## config.mk

```make
export PLATFORM = sky130hd
export DESIGN_NAME = cic_decim_wrapper
export DESIGN_NICKNAME = d
export VERILOG_FILES = /design/src/rtl/cic_decim_wrapper.sv
export SDC_FILE = /design/constraint.sdc
export NUM_CORES = 1
export LEC_CHECK = 0
export BUFFER_PORTS_ARGS = -buffer_cell sky130_fd_sc_hd__buf_4
export CAP_MARGIN = 20
export CORE_UTILIZATION = 31
export CTS_BUF_LIST = sky130_fd_sc_hd__clkbuf_4 sky130_fd_sc_hd__clkbuf_8
export CTS_CLUSTER_SIZE = 30
export DETAILED_ROUTE_END_ITERATION = 12
export GPL_ROUTABILITY_DRIVEN = 0
export PLACE_DENSITY = 0.52
export SETUP_SLACK_MARGIN = 0.2
export SYNTH_ARGS = -nofsm -noshare
export SYNTH_HDL_FRONTEND = slang
export SYNTH_SLANG_ARGS = --single-unit
```

## constraint.sdc

```tcl
create_clock -name aclk -period 9.9 [get_ports aclk]
set_clock_uncertainty 0.05 [all_clocks]
set_input_delay 0.495 -clock aclk [delete_from_list [all_inputs] [get_ports aclk]]
set_output_delay 0.495 -clock aclk [all_outputs]
set_load 0.05 [all_outputs]
```

## src/rtl/cic_decim_wrapper.sv

```systemverilog
// rtl/cic_decim_wrapper.sv - two-channel I/Q CIC decimator, runtime rate; option macro CIC_SATURATE_EN
module cic_decim_wrapper #(
    parameter int NUM_STAGES   = 3,
    parameter int RATE_MIN     = 4,
    parameter int RATE_MAX     = 64,
    parameter int DEFAULT_RATE = 40
) (
    input  logic        aclk,
    input  logic        areset,
    input  logic [15:0] S_AXIS_tdata,
    input  logic        S_AXIS_tvalid,
    input  logic        S_AXIS_tlast,
    output logic        S_AXIS_tready,
    input  logic [15:0] S_AXIS_CONFIG_tdata,
    input  logic        S_AXIS_CONFIG_tvalid,
    output logic        S_AXIS_CONFIG_tready,
    output logic [15:0] M_AXIS_tdata,
    output logic        M_AXIS_tvalid,
    output logic        M_AXIS_tlast,
    output logic [15:0] M_AXIS_tuser
);
    localparam int W  = 16 + NUM_STAGES * $clog2(RATE_MAX);
    localparam int RW = $clog2(RATE_MAX + 1);
    localparam int SW = $clog2(NUM_STAGES * RW + 1);

    // Shift that normalises the R^N gain: N * floor(log2 R), by priority encode.
    function automatic logic [SW-1:0] calc_shift(input logic [RW-1:0] r);
        int msb;
        msb = 0;
        for (int b = 0; b < RW; b++) begin
            if (r[b]) msb = b;
        end
        return SW'(NUM_STAGES * msb);
    endfunction

    logic [RW-1:0]       rate;
    logic [RW-1:0]       rate_m1;
    logic [RW-1:0]       cfg_rate;
    logic [SW-1:0]       shift;
    logic [RW-1:0]       phase;
    logic                cfg_fire;
    logic                data_fire;
    logic                decim;

    logic signed [W-1:0] integ     [2][NUM_STAGES];
    logic signed [W-1:0] integ_nxt [NUM_STAGES];
    logic signed [W-1:0] comb_dly  [2][NUM_STAGES];
    logic signed [W-1:0] pipe_data [NUM_STAGES+1];
    logic                pipe_vld  [NUM_STAGES+1];
    logic                pipe_ch   [NUM_STAGES+1];
    logic signed [W-1:0] shifted;
    logic        [15:0]  out16;

    // A config beat takes priority over data in the same cycle.
    assign S_AXIS_CONFIG_tready = !areset;
    assign S_AXIS_tready        = !areset && !S_AXIS_CONFIG_tvalid;
    assign cfg_fire             = S_AXIS_CONFIG_tvalid && S_AXIS_CONFIG_tready;
    assign data_fire            = S_AXIS_tvalid && S_AXIS_tready;
    assign rate_m1              = rate - RW'(1);
    assign decim                = data_fire && (phase == rate_m1);

    // Clamp the requested rate into the supported range.
    always_comb begin
        cfg_rate = RW'(S_AXIS_CONFIG_tdata);
        if (S_AXIS_CONFIG_tdata < 16'(RATE_MIN)) begin
            cfg_rate = RW'(RATE_MIN);
        end else if (S_AXIS_CONFIG_tdata > 16'(RATE_MAX)) begin
            cfg_rate = RW'(RATE_MAX);
        end
    end

    // Rate, shift and phase counter; only Q beats advance the phase.
    always_ff @(posedge aclk) begin
        if (areset) begin
            rate  <= RW'(DEFAULT_RATE);
            shift <= calc_shift(RW'(DEFAULT_RATE));
            phase <= '0;
        end else if (cfg_fire) begin
            rate  <= cfg_rate;
            shift <= calc_shift(cfg_rate);
            phase <= '0;
        end else if (data_fire && S_AXIS_tlast) begin
            phase <= (phase == rate_m1) ? '0 : phase + 1'b1;
        end
    end

    // Integrator chain of the tagged channel, each stage seeing the updated previous stage.
    always_comb begin
        logic signed [W-1:0] acc;
        acc = {{(W-16){S_AXIS_tdata[15]}}, S_AXIS_tdata};
        for (int k = 0; k < NUM_STAGES; k++) begin
            integ_nxt[k] = integ[S_AXIS_tlast][k] + acc;
            acc          = integ_nxt[k];
        end
    end

    // Integrator state per channel, written on every accepted beat.
    always_ff @(posedge aclk) begin
        if (areset || cfg_fire) begin
            for (int c = 0; c < 2; c++) begin
                for (int k = 0; k < NUM_STAGES; k++) integ[c][k] <= '0;
            end
        end else if (data_fire) begin
            for (int k = 0; k < NUM_STAGES; k++) integ[S_AXIS_tlast][k] <= integ_nxt[k];
        end
    end

    // Decimated sample capture then one comb stage per cycle, tagged with its channel.
    always_ff @(posedge aclk) begin
        if (areset || cfg_fire) begin
            for (int k = 0; k <= NUM_STAGES; k++) begin
                pipe_vld[k]  <= 1'b0;
                pipe_ch[k]   <= 1'b0;
                pipe_data[k] <= '0;
            end
            for (int c = 0; c < 2; c++) begin
                for (int k = 0; k < NUM_STAGES; k++) comb_dly[c][k] <= '0;
            end
        end else begin
            pipe_vld[0] <= decim;
            pipe_ch[0]  <= S_AXIS_tlast;
            if (decim) pipe_data[0] <= integ_nxt[NUM_STAGES-1];
            for (int k = 0; k < NUM_STAGES; k++) begin
                pipe_vld[k+1] <= pipe_vld[k];
                pipe_ch[k+1]  <= pipe_ch[k];
                if (pipe_vld[k]) begin
                    pipe_data[k+1]          <= pipe_data[k] - comb_dly[pipe_ch[k]][k];
                    comb_dly[pipe_ch[k]][k] <= pipe_data[k];
                end
            end
        end
    end

    assign shifted = pipe_data[NUM_STAGES] >>> shift;

`ifdef CIC_SATURATE_EN
    localparam logic signed [W-1:0] SAT_MAX = W'(32767);
    localparam logic signed [W-1:0] SAT_MIN = -W'(32768);

    // Clamp the normalised value into the signed 16-bit range.
    always_comb begin
        out16 = shifted[15:0];
        if (shifted > SAT_MAX) begin
            out16 = 16'h7fff;
        end else if (shifted < SAT_MIN) begin
            out16 = 16'h8000;
        end
    end
`else
    logic unused_shifted_hi;
    assign unused_shifted_hi = ^shifted[W-1:16];
    assign out16             = shifted[15:0];
`endif

    // Output register: data fields update only on a valid beat and hold otherwise.
    always_ff @(posedge aclk) begin
        if (areset) begin
            M_AXIS_tvalid <= 1'b0;
            M_AXIS_tdata  <= '0;
            M_AXIS_tlast  <= 1'b0;
            M_AXIS_tuser  <= '0;
        end else if (cfg_fire) begin
            M_AXIS_tvalid <= 1'b0;
        end else begin
            M_AXIS_tvalid <= pipe_vld[NUM_STAGES];
            if (pipe_vld[NUM_STAGES]) begin
                M_AXIS_tdata <= out16;
                M_AXIS_tlast <= pipe_ch[NUM_STAGES];
                M_AXIS_tuser <= {15'b0, pipe_ch[NUM_STAGES]};
            end
        end
    end
endmodule

```

==> run metrics <==
status complete, no violations; Reg2Reg Setup Slack approximately 2 ns; Critical R2R Launch integ[1][68]; Post-route DRC 0; EDFF count, synth 544; clock net sink count 589; Worst Setup Start Kind flip-flop; Yosys reg bits between 500 and 600; Min-Delay Path Class primary input to flip-flop; CP max stage cell a2111o_1; Final nets 3,461; Worst R2R Path Depth 36; clk_lat worst skew about 0.74 ns; met1 Usage GRT 18.9%; top-area cell type share of the netlist area a little under half; Initial DRT Pass Iterations 5; Setup TNS 0 ns; Port Buf Inserts 57; H-tree levels 3; dominant cell type by area after synthesis edfxtp_1; fmax 127 MHz; final period utilization 79.4%; Mapped Area 34,600 µm²; vias per cell 4.84; asr flop ratio synth 0%; most common cell after layout, fill and taps aside edfxtp_1; met3 GRT Util 2.51%; root buf cell clkbuf_8; gr usage total between 10% and 20%; leakage power between 15 and 20 nW; Die W approximately 340 µm; Setup CP Type flip-flop to flip-flop; sequential fraction of the synthesis area 49.7%; row count 122; Clk pin slew, worst setup/hold paths 0.06 ns; Longest Clk Path Bufs 3; vias in the first global route 23,500; count of antenna-violating nets left after detailed routing 0; Placed Cells 4,589; I/O pin cnt 73; RSZ-0062 raised after global routing false; Post-CTS Resized 0; crit path from integ[1][68]; minimum clock period 7.86 ns; CTS tree done; Die H 336 µm; Via Count roughly 23,000; Initial Util 31.3%; routed wire length between 70,000 and 80,000 µm; Crit. End Element flip-flop; Yosys warnings 0; dpl hpwl approximately 55,000 µm; worst vdd ir 0.000110 V; first-pass GRT wire length 128,000 µm; initial antenna violation count 2; max incr delay on CP 0.44 ns; share of layout cells above drive strength 1 13.3%; max_slew headroom 30.0%; busiest grt layer met2; CTS buffer count 107; CP max FO 5; PwrDens roughly 190 nW/µm²; met2 usage 23.3%; drt wl/cell 16.6 µm; fin util 35.2%; cells after synthesis 3,134; fin cells ~4,800; grt ovf 0; Reg-to-Reg End integ[1][33]; Max-Cap Viols 0; Fin. Hold Viols 0; final count of negative-setup-slack endpoints 0; area grow syn2layout 12.6%; die area ~110,000 µm²; most frequent cells in the layout edfxtp_1 (544), nor2_1 (427), ha_1 (204); top_reg_cell synth edfxtp_1; Top cell by count, worst path a21oi_1; CORE AREA around 110,000 µm²; WP data arrival 8.25 ns; Synth area leaders edfxtp_1 (47%), ha_1 (7.4%), mux2i_1 (5.2%), nor2_1 (4.6%), mux2_2 (3.3%); post-synth cell types 82; average size of a mapped cell approximately 11 µm²; Slew Limit Fails 0; worst setup path end integ[1][33]; 1st-iter DRT viols 1,232; largest net degree at the start of global routing 77; Req. time, crit path between 10 and 15 ns; measured slew at the worst slew-check pin 1.05 ns
==> flip-flops by register name, summed over array words and instances (netlist names) <==
name / count
phase: 7
rate: 7
shift: 5
M_AXIS_tvalid: 1
comb_dly: 204
M_AXIS_tdata: 16
pipe_vld: 4
pipe_data: 136
integ: 204
pipe_ch: 4
M_AXIS_tuser: 1
==> Yosys cell counts (14+ instances only) <==
library cell / n
nand3_1: 35
nor3_1: 49
inv_1: 135
and3_1: 53
buf_1: 14
nand2_1: 128
dfxtp_1: 45
a211oi_1: 36
o21a_1: 25
nand4_1: 21
o21bai_1: 25
clkbuf_1: 104
and2_1: 180
a21oi_1: 179
ha_1: 204
xnor2_1: 86
a31oi_1: 18
mux2_2: 103
nand2b_1: 41
mux2i_1: 180
nor2_1: 428
buf_4: 17
xor2_1: 97
edfxtp_1: 544
mux4_2: 23
o21ai_0: 86
nor2b_1: 25
a21o_1: 90
==> per-layer routing <==
metal / share of wire, % / routed length [µm]
met1: 48 / 38200
met2: 46 / 37100
met3: 3.4 / 2710
met4: 2.3 / 1810
met5: 0 / 0
==> per-stage QoR <==
stage          setup WS (ns)  total power, W  hold slack (ns)  instance area, µm²
2_1_floorplan           1.54         0.00454            0.371               34700
3_3_place_gp            1.69         0.00507            0.407               36700
3_5_place_dp            1.57         0.00506            0.420               36700
4_1_cts                 2.06         0.00747          0.00334               39000
5_1_grt                 1.45         0.00781           0.0257               39000
6_report                2.04         0.00737           0.0638               39000
==> cell type report <==
cell class | count | area, µm²
Clock inverter | 51 | 350
Clock buffer | 147 | 1840
Inverter | 138 | 518
Sequential cell | 589 | 17200
Timing Repair Buffer | 96 | 768
Antenna cell | 1 | 2.50
Multi-Input combinational cell | 2282 | 16400
Fill cell | 11100 | 71700
Tap cell | 1488 | 1860
==> repair_timing <==
| item | in CTS | in global routing |
|---|---|---|
| setup endpoints to repair | 0 | 0 |
| endpoints found under the hold margin | 3 | 0 |
| buffers inserted | 0 | 0 |
| hold buffers | 3 | 0 |
==> power by group <==
| part | internal, W | total [W] | switching [W] |
|---|---|---|---|
| Clock | 0.00131 | 0.00236 | 0.00106 |
| Sequential | 0.00288 | 0.00294 | 0.0000599 |
| Combinational | 0.000777 | 0.00207 | 0.00129 |
==> cell families (layout without fill, tap and decap cells) <==
group	count (synthesis)	count (layout)	synth area share (%)
and+or+nand+nor	1007	1007	14.0
AOI/OAI and AO/OA	559	559	10.6
adders and majority gates	211	211	7.74
xor gates and xnor gates	183	183	4.63
DFF	589	589	49.7
other	1	16	0.0108
buffers and inverters	277	432	3.20
muxes	307	307	10.1
==> critical path: cells and delay by family, from the launching register on <==
family	cells	cell delay, ns
AOI/OAI and AO/OA	21	4.39
buffers and inverters	3	0.24
and+or+nand+nor	4	0.35
adders and majority gates	4	1.17
muxes	1	0.28
DFF	1	0.39
xor gates and xnor gates	3	0.69
==> worst min-delay path by stage <==
stage / start / to / slack, ns / depth (start not counted)
floorplan: pipe_vld[0][3] / M_AXIS_tvalid / 0.37 / 1
global placement: pipe_ch[3] / M_AXIS_tuser[0] / 0.41 / 2
detailed placement: pipe_ch[3] / M_AXIS_tuser[0] / 0.42 / 2
CTS: S_AXIS_CONFIG_tdata[3] / rate[3] / 0.003 / 5
global route: S_AXIS_CONFIG_tdata[2] / rate[2] / 0.03 / 3
finish: S_AXIS_CONFIG_tdata[3] / rate[3] / 0.06 / 5
Power figures use the tool's default switching activity.
